### src/rtl/ahb_ap_pkg.sv
// ahb_ap_pkg: shared constants and types for the AHB access port (JTAG side and AHB side).
// Latency: n/a (types and constants only).
// Backpressure: n/a.
// Optional feature macro AHB_RESP_STICKY_EN widens the response DR by one sticky_empty bit.
package ahb_ap_pkg;

  localparam int DATA_W = 32;
  localparam int CNT_W  = 6;
`ifdef AHB_RESP_STICKY_EN
  localparam int RESP_W = DATA_W + 3;
`else
  localparam int RESP_W = DATA_W + 2;
`endif

  typedef enum logic [1:0] {
    IDLE     = 2'd0,
    CAPTURED = 2'd1,
    SHIFTING = 2'd2
  } resp_state_t;

  // One FIFO entry as written by the AHB-side engine; the FIFO stores it as {err, data}.
  typedef struct packed {
    logic              err;
    logic [DATA_W-1:0] data;
  } ahb_resp_t;

endpackage

### src/rtl/ahb_resp_reg.sv
// ahb_resp_reg: JTAG read-back DR that scans out the head of the AHB response FIFO.
// Latency: head captured in Capture-DR, streamed LSB first; pop strobe is combinational in Update-DR.
// Backpressure: FIFO is popped only after a complete scan, so aborted/short/over scans lose nothing.
// Ports:
//   TCK, tlr_reset                 - test clock, synchronous active-high reset (Test-Logic-Reset)
//   resp_select                    - IR currently selects this DR
//   dr_capture/dr_shift/dr_update  - TAP state strobes
//   TDI / TDO                      - serial in / out (TDO = shreg[0])
//   rdata, rempty, rinc            - FWFT FIFO head {err, data}, empty flag, pop strobe
//   resp_pending                   - registered ~rempty for the JTAG status word
// Optional feature: define AHB_RESP_STICKY_EN to add a sticky_empty bit at the DR MSB.
module ahb_resp_reg #(
  parameter int DATA_W = ahb_ap_pkg::DATA_W,
  parameter int CNT_W  = ahb_ap_pkg::CNT_W
) (
  input  logic            TCK,
  input  logic            tlr_reset,
  input  logic            resp_select,
  input  logic            dr_capture,
  input  logic            dr_shift,
  input  logic            dr_update,
  input  logic            TDI,
  output logic            TDO,
  input  logic [DATA_W:0] rdata,
  input  logic            rempty,
  output logic            rinc,
  output logic            resp_pending
);
  import ahb_ap_pkg::*;

`ifdef AHB_RESP_STICKY_EN
  localparam int RESP_W = DATA_W + 3;
`else
  localparam int RESP_W = DATA_W + 2;
`endif
  localparam logic [CNT_W-1:0] RESP_CNT = CNT_W'(RESP_W);
  localparam logic [CNT_W-1:0] CNT_MAX  = '1;

  resp_state_t       state_q, state_d;
  logic [RESP_W-1:0] shreg_q, shreg_d;
  logic [CNT_W-1:0]  count_q, count_d;
  logic              loaded_valid_q, loaded_valid_d;
  logic              resp_pending_q;
  logic [RESP_W-1:0] cap_word;
  logic              full_update;

`ifdef AHB_RESP_STICKY_EN
  logic sticky_q, sticky_d;
`endif

  // A full-length update is the only event that completes a response.
  assign full_update = resp_select & dr_update & (count_q == RESP_CNT);

  // Pop only if the scanned word held a real entry; reset suppresses any pop mid-scan.
  assign rinc         = full_update & loaded_valid_q & ~tlr_reset;
  assign TDO          = shreg_q[0];
  assign resp_pending = resp_pending_q;

  // Capture image: an empty FIFO yields valid=err=data=0 whatever rdata shows.
  always_comb begin
    cap_word = '0;
    if (!rempty) begin
      cap_word[0]          = 1'b1;
      cap_word[1]          = rdata[DATA_W];
      cap_word[DATA_W+1:2] = rdata[DATA_W-1:0];
    end
`ifdef AHB_RESP_STICKY_EN
    cap_word[RESP_W-1] = sticky_q;
`endif
  end

  // Strobe priority: update > capture > shift. Deselect during capture/shift parks the FSM.
  always_comb begin
    state_d        = state_q;
    shreg_d        = shreg_q;
    count_d        = count_q;
    loaded_valid_d = loaded_valid_q;

    if (dr_update) begin
      state_d        = IDLE;
      count_d        = '0;
      loaded_valid_d = 1'b0;
    end else if (dr_capture) begin
      if (resp_select) begin
        state_d        = CAPTURED;
        shreg_d        = cap_word;
        count_d        = '0;
        loaded_valid_d = ~rempty;
      end else begin
        state_d = IDLE;
      end
    end else if (dr_shift) begin
      if (resp_select) begin
        if (state_q != IDLE) begin
          state_d = SHIFTING;
        end
        shreg_d = {TDI, shreg_q[RESP_W-1:1]};
        // Saturate so a very long over-scan can never wrap back to RESP_W.
        if (count_q != CNT_MAX) begin
          count_d = count_q + CNT_W'(1);
        end
      end else begin
        state_d = IDLE;
      end
    end
  end

`ifdef AHB_RESP_STICKY_EN
  // Set is not gated by update priority so that a set always wins over a clear.
  always_comb begin
    sticky_d = sticky_q;
    if (dr_capture & resp_select & rempty) begin
      sticky_d = 1'b1;
    end else if (full_update) begin
      sticky_d = 1'b0;
    end
  end
`endif

  always_ff @(posedge TCK) begin
    if (tlr_reset) begin
      state_q        <= IDLE;
      shreg_q        <= '0;
      count_q        <= '0;
      loaded_valid_q <= 1'b0;
      resp_pending_q <= 1'b0;
`ifdef AHB_RESP_STICKY_EN
      sticky_q       <= 1'b0;
`endif
    end else begin
      state_q        <= state_d;
      shreg_q        <= shreg_d;
      count_q        <= count_d;
      loaded_valid_q <= loaded_valid_d;
      resp_pending_q <= ~rempty;
`ifdef AHB_RESP_STICKY_EN
      sticky_q       <= sticky_d;
`endif
    end
  end

endmodule

### config.mk
export PLATFORM = sky130hd
export DESIGN_NAME = ahb_resp_reg
export DESIGN_NICKNAME = d
export VERILOG_FILES = /design/src/rtl/ahb_ap_pkg.sv /design/src/rtl/ahb_resp_reg.sv
export SDC_FILE = /design/constraint.sdc
export NUM_CORES = 1
export LEC_CHECK = 0
export BUFFER_PORTS_ARGS = -buffer_cell sky130_fd_sc_hd__buf_2
export CAP_MARGIN = 10
export CORE_UTILIZATION = 52
export CTS_CLUSTER_SIZE = 30
export DETAILED_ROUTE_END_ITERATION = 16
export PLACE_DENSITY = 0.89
export SETUP_SLACK_MARGIN = 0.02
export SYNTH_ARGS = -nofsm -noshare
export SYNTH_HDL_FRONTEND = slang
export SYNTH_SLANG_ARGS = --single-unit
### constraint.sdc
create_clock -name TCK -period 1.9 [get_ports TCK]
set_input_delay 0.19 -clock TCK [delete_from_list [all_inputs] [get_ports TCK]]
set_output_delay 0.19 -clock TCK [all_outputs]
set_load 0.1 [all_outputs]
# ---- Word level (Yosys, flattened, before mapping)
# Index checks and enable logic that the tools add are counted.
dict set report totals {
  in_bits 41
  reg_bits 42
  output_inout_bits 3
  word_cells 32
}
dict set report op_classes {
  n_reduce_logical 6
  mux 10
  n_addsub 1
  n_bitwise 7
  n_eq_ne 4
}
# cell count
set ops {}
lappend ops {{$mux W34} 5}
lappend ops {{$mux W6} 5}
lappend ops {{$reduce_and A4 Y1} 2}
lappend ops {{$add A6 B1 Y6 const B} 1}
lappend ops {{$eq A6 B6 Y1 const B} 1}
lappend ops {{$ne A6 B6 Y1 const B} 1}
lappend ops {{$and A1 B1 Y1} 4}
lappend ops {{$ne A2 B2 Y1 const B} 2}
lappend ops {{$reduce_bool A2 Y1} 2}
lappend ops {{$not A1 Y1} 3}
lappend ops {{$reduce_and A2 Y1} 1}
lappend ops {{$reduce_or A2 Y1} 1}

# ---- Logic depth before layout (Yosys ltp)
# Gate-level depths: netlist of run 1.
dict set report depth {
  depth_word 5
  mapped_depth 5
  ltp_nobuf 5
}

# ---- Least setup slack after synthesis of run 1
# OpenSTA, ideal clock, no wires.
dict set report synth_timing {
  path_kind {reg2out}
  start {register count_q[0]}
  end {output port rinc}
  path_buffers 0
  stages_incl_launch_ff 5
  arrival_time_ps 3493
  required_time_ps 1710
  slack_ps -1783
  path_cell_list {dfxtp_1 -> inv_1 -> ha_1 -> nand4b_1 -> nor4_1}
}
dict set report synth_via {
  elab_chain_len 4
}
# item line_no
set synth_lines {}
lappend synth_lines {{start, declared} ahb_resp_reg.sv:41} ;# logic [CNT_W-1:0] count_q, count_d;
lappend synth_lines {{start signal, assigned} ahb_resp_reg.sv:133} ;# count_q <= count_d;
lappend synth_lines {{$eq A6 B6 Y1} ahb_resp_reg.sv:52} ;# assign full_update = resp_select & dr_update & (count_q == RESP_CNT);
lappend synth_lines {{$and A1 B1 Y1} ahb_resp_reg.sv:52}
lappend synth_lines {{$and A1 B1 Y1 (2 in series)} ahb_resp_reg.sv:55} ;# assign rinc = full_update & loaded_valid_q & ~tlr_reset;
lappend synth_lines {{end, declared} ahb_resp_reg.sv:26} ;# output logic rinc,
# Every way passes these cells.

# ---- Final worst setup path of run 1
# Ends and elaborated chain as after synthesis.

==> metrics.txt, run 1 <==
clock latency on the worst-skew pair=0.30 ns; Layout Cells excl Fill=323; root cell of the clock tree=clkbuf_8; Area growth, synth to finish=20.23%; Critical-path top delay cell=dfxtp_1; Num CTS Buffers=5; Switch Pwr=479.0 µW; Clock Tree Buf Depth=2; clk sink count=42; Synth top cells by count=dfxtp_1, nor2_1, a21oi_1; row cnt=21; ranking of synthesized cells by area=dfxtp_1, a211oi_1, nor2b_1, a21oi_1, nor2_1; R2R depth=5; CP endpoint kind=output pin; warnings from Yosys=0; period utilization=0.8672; crit path max fanout=4; vias per inst=5.471; Antenna Violating Nets Remaining=0; syn nets=280; Cells after Synth=237; # resized after CTS=0; Buffers & Inverters on Critical Path=2; stages on the worst setup path=5; initial antenna violation count=0; CP Class=flip-flop to output pin; Tightest Pin Transition=0.4861 ns; Fmax achieved=606.9 MHz; hold path start=rempty; Placed Cells=315; RR Startpoint=count_q[1]$_SDFFE_PP0P_; GRT Overall Usage=0.2212; setup TNS=0 ns; leading cell type by number of instances after synthesis=dfxtp_1; area of the die=4020 µm²; Core Region=3468 µm²; FF+latch count, synth=42; Seq pwr share=0.497; Crit. Startpoint=count_q[0]$_SDFFE_PP0P_; delay-heaviest family, CP=simple AND/OR/NAND/NOR gates; Die H=63.41 µm; max cap viols=0; Worst setup SP type=flip-flop; Comb pwr share=0.137; hold_buf cts=0; vias in the first global route=1610; Synth async-reset ratio=0; crit-path cells=inv_1 > ha_1 > nand4b_1 > nor4_4 > buf_12; RD Place Congestion=0.8085; H-tree levels=2; critical path arrival=1.46 ns; power share of the clock group=0.366; Synth Flop Type=dfxtp_1; worst slew margin relative to its limit=0.6782; setup bufs post-CTS=0; switching part of the total=0.2512; Final Net Count=319; Initial Utilization=0.5653; Final Hold Fails=0; Final Max Slew Viols=0; synthesized area per cell=8.273 µm²; min Tclk post-route=1.648 ns; Met1 Wirelength=1957 µm; wirelength, routed=4051 µm; met3 wire len=171 µm; clk slew on worst S/H paths=0.08 ns; status=completed; Int Power=1.428 mW; drt pass-1 iters=4; post-synthesis sequential area ratio=0.4288; Hold WC Path Type=primary input to flip-flop; area leader, netlist=dfxtp_1; WL/cell=12.54 µm; synth unique cells=29; Static Leak=0.8804 nW; DR iter-0 viols=121; number of synthesized flops with an enable pin=0; slowest cell delay on critical path=0.34 ns; Final Skew=0.006616 ns; first-pass GRT wire length=7010 µm; pin count of the biggest net entering global routing=38; Setup-failing EPs final=0; Cell Pwr Density=809.0 nW/µm²; global route total overflow=0; top-area cell type share of the netlist area=0.4288; WP data required=1.71 ns; Antenna diodes=0; # IOs=44; routed via count=1767; Top Layer Used=met4; Die Width=63.41 µm; port bufs=43; hpwl dp=2699 µm; Hold Path Stages=2; unrepaired setup endpoints after global routing=false; DRC=0; worst vdd ir=0.0005248 V; Synth Cell Area=1961 µm²; fraction of layout cells with a size suffix above 1=0.2347; CTS tree=built; Routed met2 length=1885 µm
[routing by layer]
metal / global-route usage / vias to the layer above
met5: 0 / -
met4: 0.06818 / 0
met3: 0.06703 / 6
met2: 0.3590 / 40
met1: 0.2787 / 805
li1: - / 916
[cells in the final DEF, fill, tap and decap left out, types with 2 or more instances in the layout]
| cell type | netlist | routed |
|---|---|---|
| mux2i_1 | 2 | 2 |
| nor2_1 | 39 | 38 |
| clkbuf_8 | 0 | 5 |
| nand2_1 | 4 | 4 |
| buf_4 | 0 | 8 |
| a21oi_1 | 35 | 35 |
| or4_1 | 2 | 2 |
| nand3_1 | 3 | 3 |
| inv_1 | 3 | 3 |
| o211ai_1 | 2 | 2 |
| ha_1 | 2 | 2 |
| o21ai_0 | 2 | 2 |
| or3_1 | 2 | 2 |
| nor2b_1 | 33 | 32 |
| dfxtp_1 | 42 | 42 |
| nand3b_1 | 3 | 3 |
| buf_2 | 11 | 42 |
| a211oi_1 | 32 | 32 |
| clkinv_2 | 0 | 2 |
[through the flow]
step                      total power [mW]  hold WS, ns  area, µm²  utilization  setup slack [ns]
after CTS                            1.918       0.1155       2357       0.6797            0.2231
after floorplan                      1.141       0.2624       1976            -           0.04613
final                                1.907       0.1192       2357       0.6797            0.2523
after global routing                 1.998       0.1228       2357       0.6797            0.1618
after detailed placement             1.228       0.4398       2248       0.6483            0.4209
after global placement               1.221       0.4393       2248       0.6483            0.4793
[logic make-up after synthesis]
family,synth area share
flip-flops,0.4288
AO/OA/AOI/OAI,0.2540
buffers and inverters,0.04914
multiplexers,0.01021
adder cells (fa/ha/maj),0.01276
AND/OR/NAND/NOR,0.2406
XOR/XNOR,0.004468
[power groups by stage]
stage	registers, mW	clock network [mW]	logic (mW)
after floorplan	0.978	0	0.164
final	0.948	0.698	0.261
after global placement	0.967	0	0.253
after global routing	0.954	0.753	0.291
after CTS	0.948	0.708	0.262
after detailed placement	0.968	0	0.260
[final cells by class]
class | count | area, µm²
flip-flops and latches | 42 | 840.8
fillers | 306 | 1111
inverters | 3 | 11.26
clock buffers | 5 | 68.82
clock inverters | 3 | 40.04
multi-input cells | 173 | 1049
repair buffers | 51 | 290.3
well taps | 46 | 57.56
[worst paths after layout]
kind | to | slack [ns]
min reg2reg | shreg_q[29]$_SDFFE_PP0P_ | 0.49
max | rinc | 0.25
min | resp_pending$_SDFF_PP0_ | 0.12
max reg2reg | count_q[1]$_SDFFE_PP0P_ | 0.47
[state kept, by name, summed over array words and instances (netlist names)]
| signal | cells |
|---|---|
| count_q | 6 |
| loaded_valid_q | 1 |
| resp_pending | 1 |
| shreg_q | 34 |
(Power assumes the default switching activity.)
==> run 2: changes to the inputs <==
- CORE_UTILIZATION: 52 -> 35
- PLACE_DENSITY: 0.89 -> 0.68
- REMOVE_ABC_BUFFERS: default -> 1
==> run 2 against run 1 <==
  * Sequential share of layout area decreased by 1.1 points
  * Non-clock buffer count down 1
  * Largest cell class unchanged
  * Global-route usage is 6.4 points lower
  * Routed wire length grew 6.8%
  * Critical path type unchanged
  * Sequential cell count unchanged
  * Sequential power hardly changed
  * Core utilization down 22 points
  * Clock skew is 0.00096 ns higher
  * Register-to-register slack hardly changed
==> metrics.txt, run 2 (synthesized netlist as in run 1, its figures left out) <==
Critical R2R Capture=count_q[1]$_SDFFE_PP0P_; pin count of the biggest net entering global routing=37; vias per inst=4.936; wirelength, routed=4325 µm; Initial Utilization=0.3743; fin worst setup slack=0.1593 ns; max reg flops=34; Final Hold Fails=0; Antenna diodes=0; WP data required=1.71 ns; Final Net Count=318; port bufs=43; CP Class=flip-flop to output pin; setup bufs post-CTS=0; r2r setup slk=0.46 ns; clock latency on the worst-skew pair=0.30 ns; status=completed; Hold Path Stages=2; clk slew on worst S/H paths=0.08 ns; hold path start=rempty; Worst setup SP type=flip-flop; max cap viols=0; most frequent cells in the layout=dfxtp_1, buf_2, nor2_1; Non-Filler Cell Area, Final=2430 µm²; Most flops, register=shreg_q; DRC=0; Place WS=0.3722 ns; GRT Overall Usage=0.1573; H-tree levels=2; unrepaired setup endpoints after global routing=false; critical path arrival=1.55 ns; Static Leak=0.8959 nW; Final Max Slew Viols=0; RD Place Congestion=0.8296; Core Region=5238 µm²; drt pass-1 iters=4; # IOs=44; Area growth, synth to finish=23.93%; Hold WC Path Type=primary input to flip-flop; period utilization=0.9162; Crit. Startpoint=count_q[0]$_SDFFE_PP0P_; crit path max fanout=4; initial antenna violation count=0; worst slew margin relative to its limit=0.6750; Worst Hold End=resp_pending$_SDFF_PP0_; routed via count=1708; R2R depth=5; biggest regs=shreg_q: 34 flops, count_q: 6 flops; hpwl dp=2907 µm; hold_buf cts=0; Final Skew=0.007573 ns; fraction of layout cells with a size suffix above 1=0.2319; clk sink count=42; Setup-failing EPs final=0; worst vdd ir=0.0004903 V; Die Width=76.85 µm; Fmax achieved=574.5 MHz; RR Startpoint=count_q[1]$_SDFFE_PP0P_; WL/cell=12.50 µm; Placed Area=2281 µm²; vias in the first global route=1664; Cell Pwr Density=859.1 nW/µm²; root cell of the clock tree=clkbuf_8; row cnt=26; global route total overflow=0; DR iter-0 viols=99; min Tclk post-route=1.741 ns; Tightest Pin Transition=0.4908 ns; Die H=76.85 µm; CP endpoint kind=output pin; CTS tree=built; Antenna Violating Nets Remaining=0; Filler Cell Count=522; area of the die=5905 µm²; first-pass GRT wire length=7452 µm; worst hold slack=0.1324 ns; Num CTS Buffers=5; Clock Tree Buf Depth=2
run 2: cell types whose count changed in the layout (fill, tap and decap cells not counted), sizes merged:
cell	before	now
buf	51	50
bufinv	1	2
clkinv	2	0
clkbuf	5	6
run 2: cell type report:
class	count	area (µm²)	area share
clock inverters	2	60.06	0.02472
clock buffers	6	82.58	0.03399
multi-input cells	173	1040	0.4279
repair buffers	50	307.8	0.1267
well taps	70	87.58	0.03605
inverters	3	11.26	0.004634
flip-flops and latches	42	840.8	0.3460
run 2: power breakdown:
part | leakage (nW) | switching (mW) | internal [mW] | total [mW]
registers | 0.344 | 0.0201 | 0.927 | 0.947
logic | 0.481 | 0.149 | 0.118 | 0.267
clock network | 0.0714 | 0.313 | 0.561 | 0.873
run 2: routing by layer:
metal,vias to the layer above,track usage,part of all wire
li1,911,-,-
met1,757,0.1984,0.50
met2,38,0.2455,0.43
met3,2,0.05833,0.059
met4,0,0.05192,0.0039
met5,-,0,0
run 2: timing repair:
action	in CTS	in global routing
hold endpoints to repair	0	0
endpoints found under the setup margin	0	1
gates resized for setup	0	1
run 2: per-stage QoR:
stage | TNS [ns] | cells | util | total power [mW]
after global routing | 0 | 346 | 0.4639 | 2.190
final | 0 | 346 | 0.4639 | 2.088
after global placement | 0 | 338 | 0.4355 | 1.231
after detailed placement | 0 | 338 | 0.4355 | 1.236
after floorplan | -31.31 | 218 | - | 1.117
after CTS | 0 | 346 | 0.4627 | 2.112
run 2: critical path: stages (launching register included):
cell and delay [ns]:
dfxtp_1 0.34, inv_1 0.09, ha_1 0.15, nand4b_1 0.12, nor4_2 0.34, buf_12 0.22
run 2: worst max path at each step:
stage | cells after the start | end
after floorplan | 4 | rinc
after global placement | 5 | rinc
after detailed placement | 4 | rinc
after CTS | 4 | rinc
after global routing | 5 | rinc
final | 5 | rinc
==> run 3: changes to the inputs <==
- BUFFER_PORTS_ARGS: -buffer_cell sky130_fd_sc_hd__buf_2 -> -buffer_cell sky130_fd_sc_hd__buf_4
- HOLD_SLACK_MARGIN: default -> 0.08
==> run 3 against run 2 <==
  * Core utilization increased by 0.14 points
  * Maximum frequency increased by 0.18%
  * Clock-buffer cell count increased by 1
  * Critical path depth unchanged
  * Non-clock buffer count decreased by 2
  * Final cell count decreased by 0.58%
  * Total power decreased by 13%
  * Final area increased by 0.31%
  * Combinational power increased by 7%
  * Die area unchanged
  * Largest power group unchanged
==> metrics.txt, run 3 (synthesized netlist as in run 1, its figures left out) <==
drt pass-1 iters=4; worst vdd ir=0.0003822 V; Final Hold Fails=0; status=completed; Hold WC Path Type=primary input to flip-flop; crit-path cells=inv_1 > ha_1 > nand4b_1 > nor4_1 > buf_4; Die Width=76.85 µm; root cell of the clock tree=clkbuf_8; hpwl dp=2763 µm; # IOs=44; Layout Cells excl Fill=344; Area growth, synth to finish=24.31%; CTS tree=built; max cap viols=0; CP endpoint kind=output pin; worst slew margin relative to its limit=0.7273; Static Leak=0.8912 nW; WP data required=1.71 ns; Register Area=840.8 µm²; critical path arrival=1.55 ns; Clock Tree Buf Depth=2; Placed Cells=336; wirelength, routed=4240 µm; fraction of layout cells with a size suffix above 1=0.2190; WL/cell=12.33 µm; first-pass GRT wire length=7155 µm; clk sink count=42; Critical-path top delay cell=dfxtp_1; Tightest Pin Transition=0.4091 ns; routed via count=1700; RR Startpoint=count_q[1]$_SDFFE_PP0P_; Crit. Startpoint=count_q[0]$_SDFFE_PP0P_; vias in the first global route=1600; Final Skew=0.004352 ns; Final Net Count=316; Cell Pwr Density=745.8 nW/µm²; most frequent cells in the layout=buf_4, dfxtp_1, nor2_1; setup bufs post-CTS=0; clock latency on the worst-skew pair=0.29 ns; Num CTS Buffers=5; Setup-failing EPs final=0; slowest cell delay on critical path=0.34 ns; min Tclk post-route=1.738 ns; CP Class=flip-flop to output pin; initial antenna violation count=0; port bufs=43; area of the die=5905 µm²; pin count of the biggest net entering global routing=68; fin worst setup slack=0.1623 ns; H-tree levels=2; Place WS=0.4664 ns; hold_buf cts=0; leading cell type in the layout, fill and taps excluded=buf_4; RD Place Congestion=0.8616; Core Region=5238 µm²; Antenna Violating Nets Remaining=0; Most flops, register=shreg_q; unrepaired setup endpoints after global routing=false; Antenna diodes=0; biggest regs=shreg_q: 34 flops, count_q: 6 flops; row cnt=26; crit path max fanout=4; Fmax achieved=575.5 MHz; period utilization=0.9146; hold path start=rempty; Die H=76.85 µm; GRT Overall Usage=0.1503; Filler Cell Count=511; DRC=0; vias per inst=4.942; max reg flops=34; area of the multi-input gates=1033 µm²; clk slew on worst S/H paths=0.08 ns; Worst setup SP type=flip-flop; # resized after CTS=0; Initial Utilization=0.3743; Final Max Slew Viols=0; DR iter-0 viols=112; total power=1.818 mW; global route total overflow=0; setup TNS=0 ns
==> run 3: changes by cell type in the layout (fill, tap and decap cells not counted), sizes merged <==
cell	previous run	this run
buf	50	48
bufinv	2	0
clkinv	0	1
clkbuf	6	7
==> run 3: final cells by class <==
class,instances,area share
multi-input combinational,173,0.4240
sequential,42,0.3450
tap,70,0.03593
clock inverter,1,0.002053
timing repair buffer,48,0.1530
inverter,3,0.004620
clock buffer,7,0.03542
==> run 3: report_power, final <==
group | leakage (nW) | switching (mW) | total, mW | internal (mW)
logic | 0.499 | 0.148 | 0.285 | 0.137
registers | 0.344 | 0.0201 | 0.947 | 0.927
clock network | 0.0482 | 0.293 | 0.586 | 0.293
total | 0.891 | 0.461 | 1.82 | 1.36
==> run 3: critical path, delay by kind of cell (launching register included) <==
kind,cells,cell delay [ns]
buffers and inverters,2,0.43
flip-flops,1,0.34
AND/OR/NAND/NOR,2,0.33
adder cells (fa/ha/maj),1,0.15
==> run 3: worst paths after layout <==
kind | endpoint | slack (ns) | cells after the start
worst min-delay path | resp_pending$_SDFF_PP0_ | 0.1 | 2
worst min register to register | shreg_q[3]$_SDFFE_PP0P_ | 0.50 | 2
worst max-delay path | rinc | 0.16 | 5
worst max register to register | count_q[1]$_SDFFE_PP0P_ | 0.49 | 5
==> run 3: per-stage QoR <==
step	utilization	hold WS, ns	cell area, µm²
final	0.4654	0.09832	2437
after global routing	0.4654	0.09584	2437
after CTS	0.4654	0.08349	2437
after detailed placement	0.4479	0.3999	2346
after global placement	0.4479	0.4003	2346
after floorplan	-	0.2546	1876
==> run 3: metal layers <==
metal,vias to the layer above,GRT usage,routed length (µm)
li1,904,-,-
met1,752,0.1949,2166
met2,38,0.2339,1820
met3,6,0.04048,211
met4,0,0.06154,42
met5,-,0,0
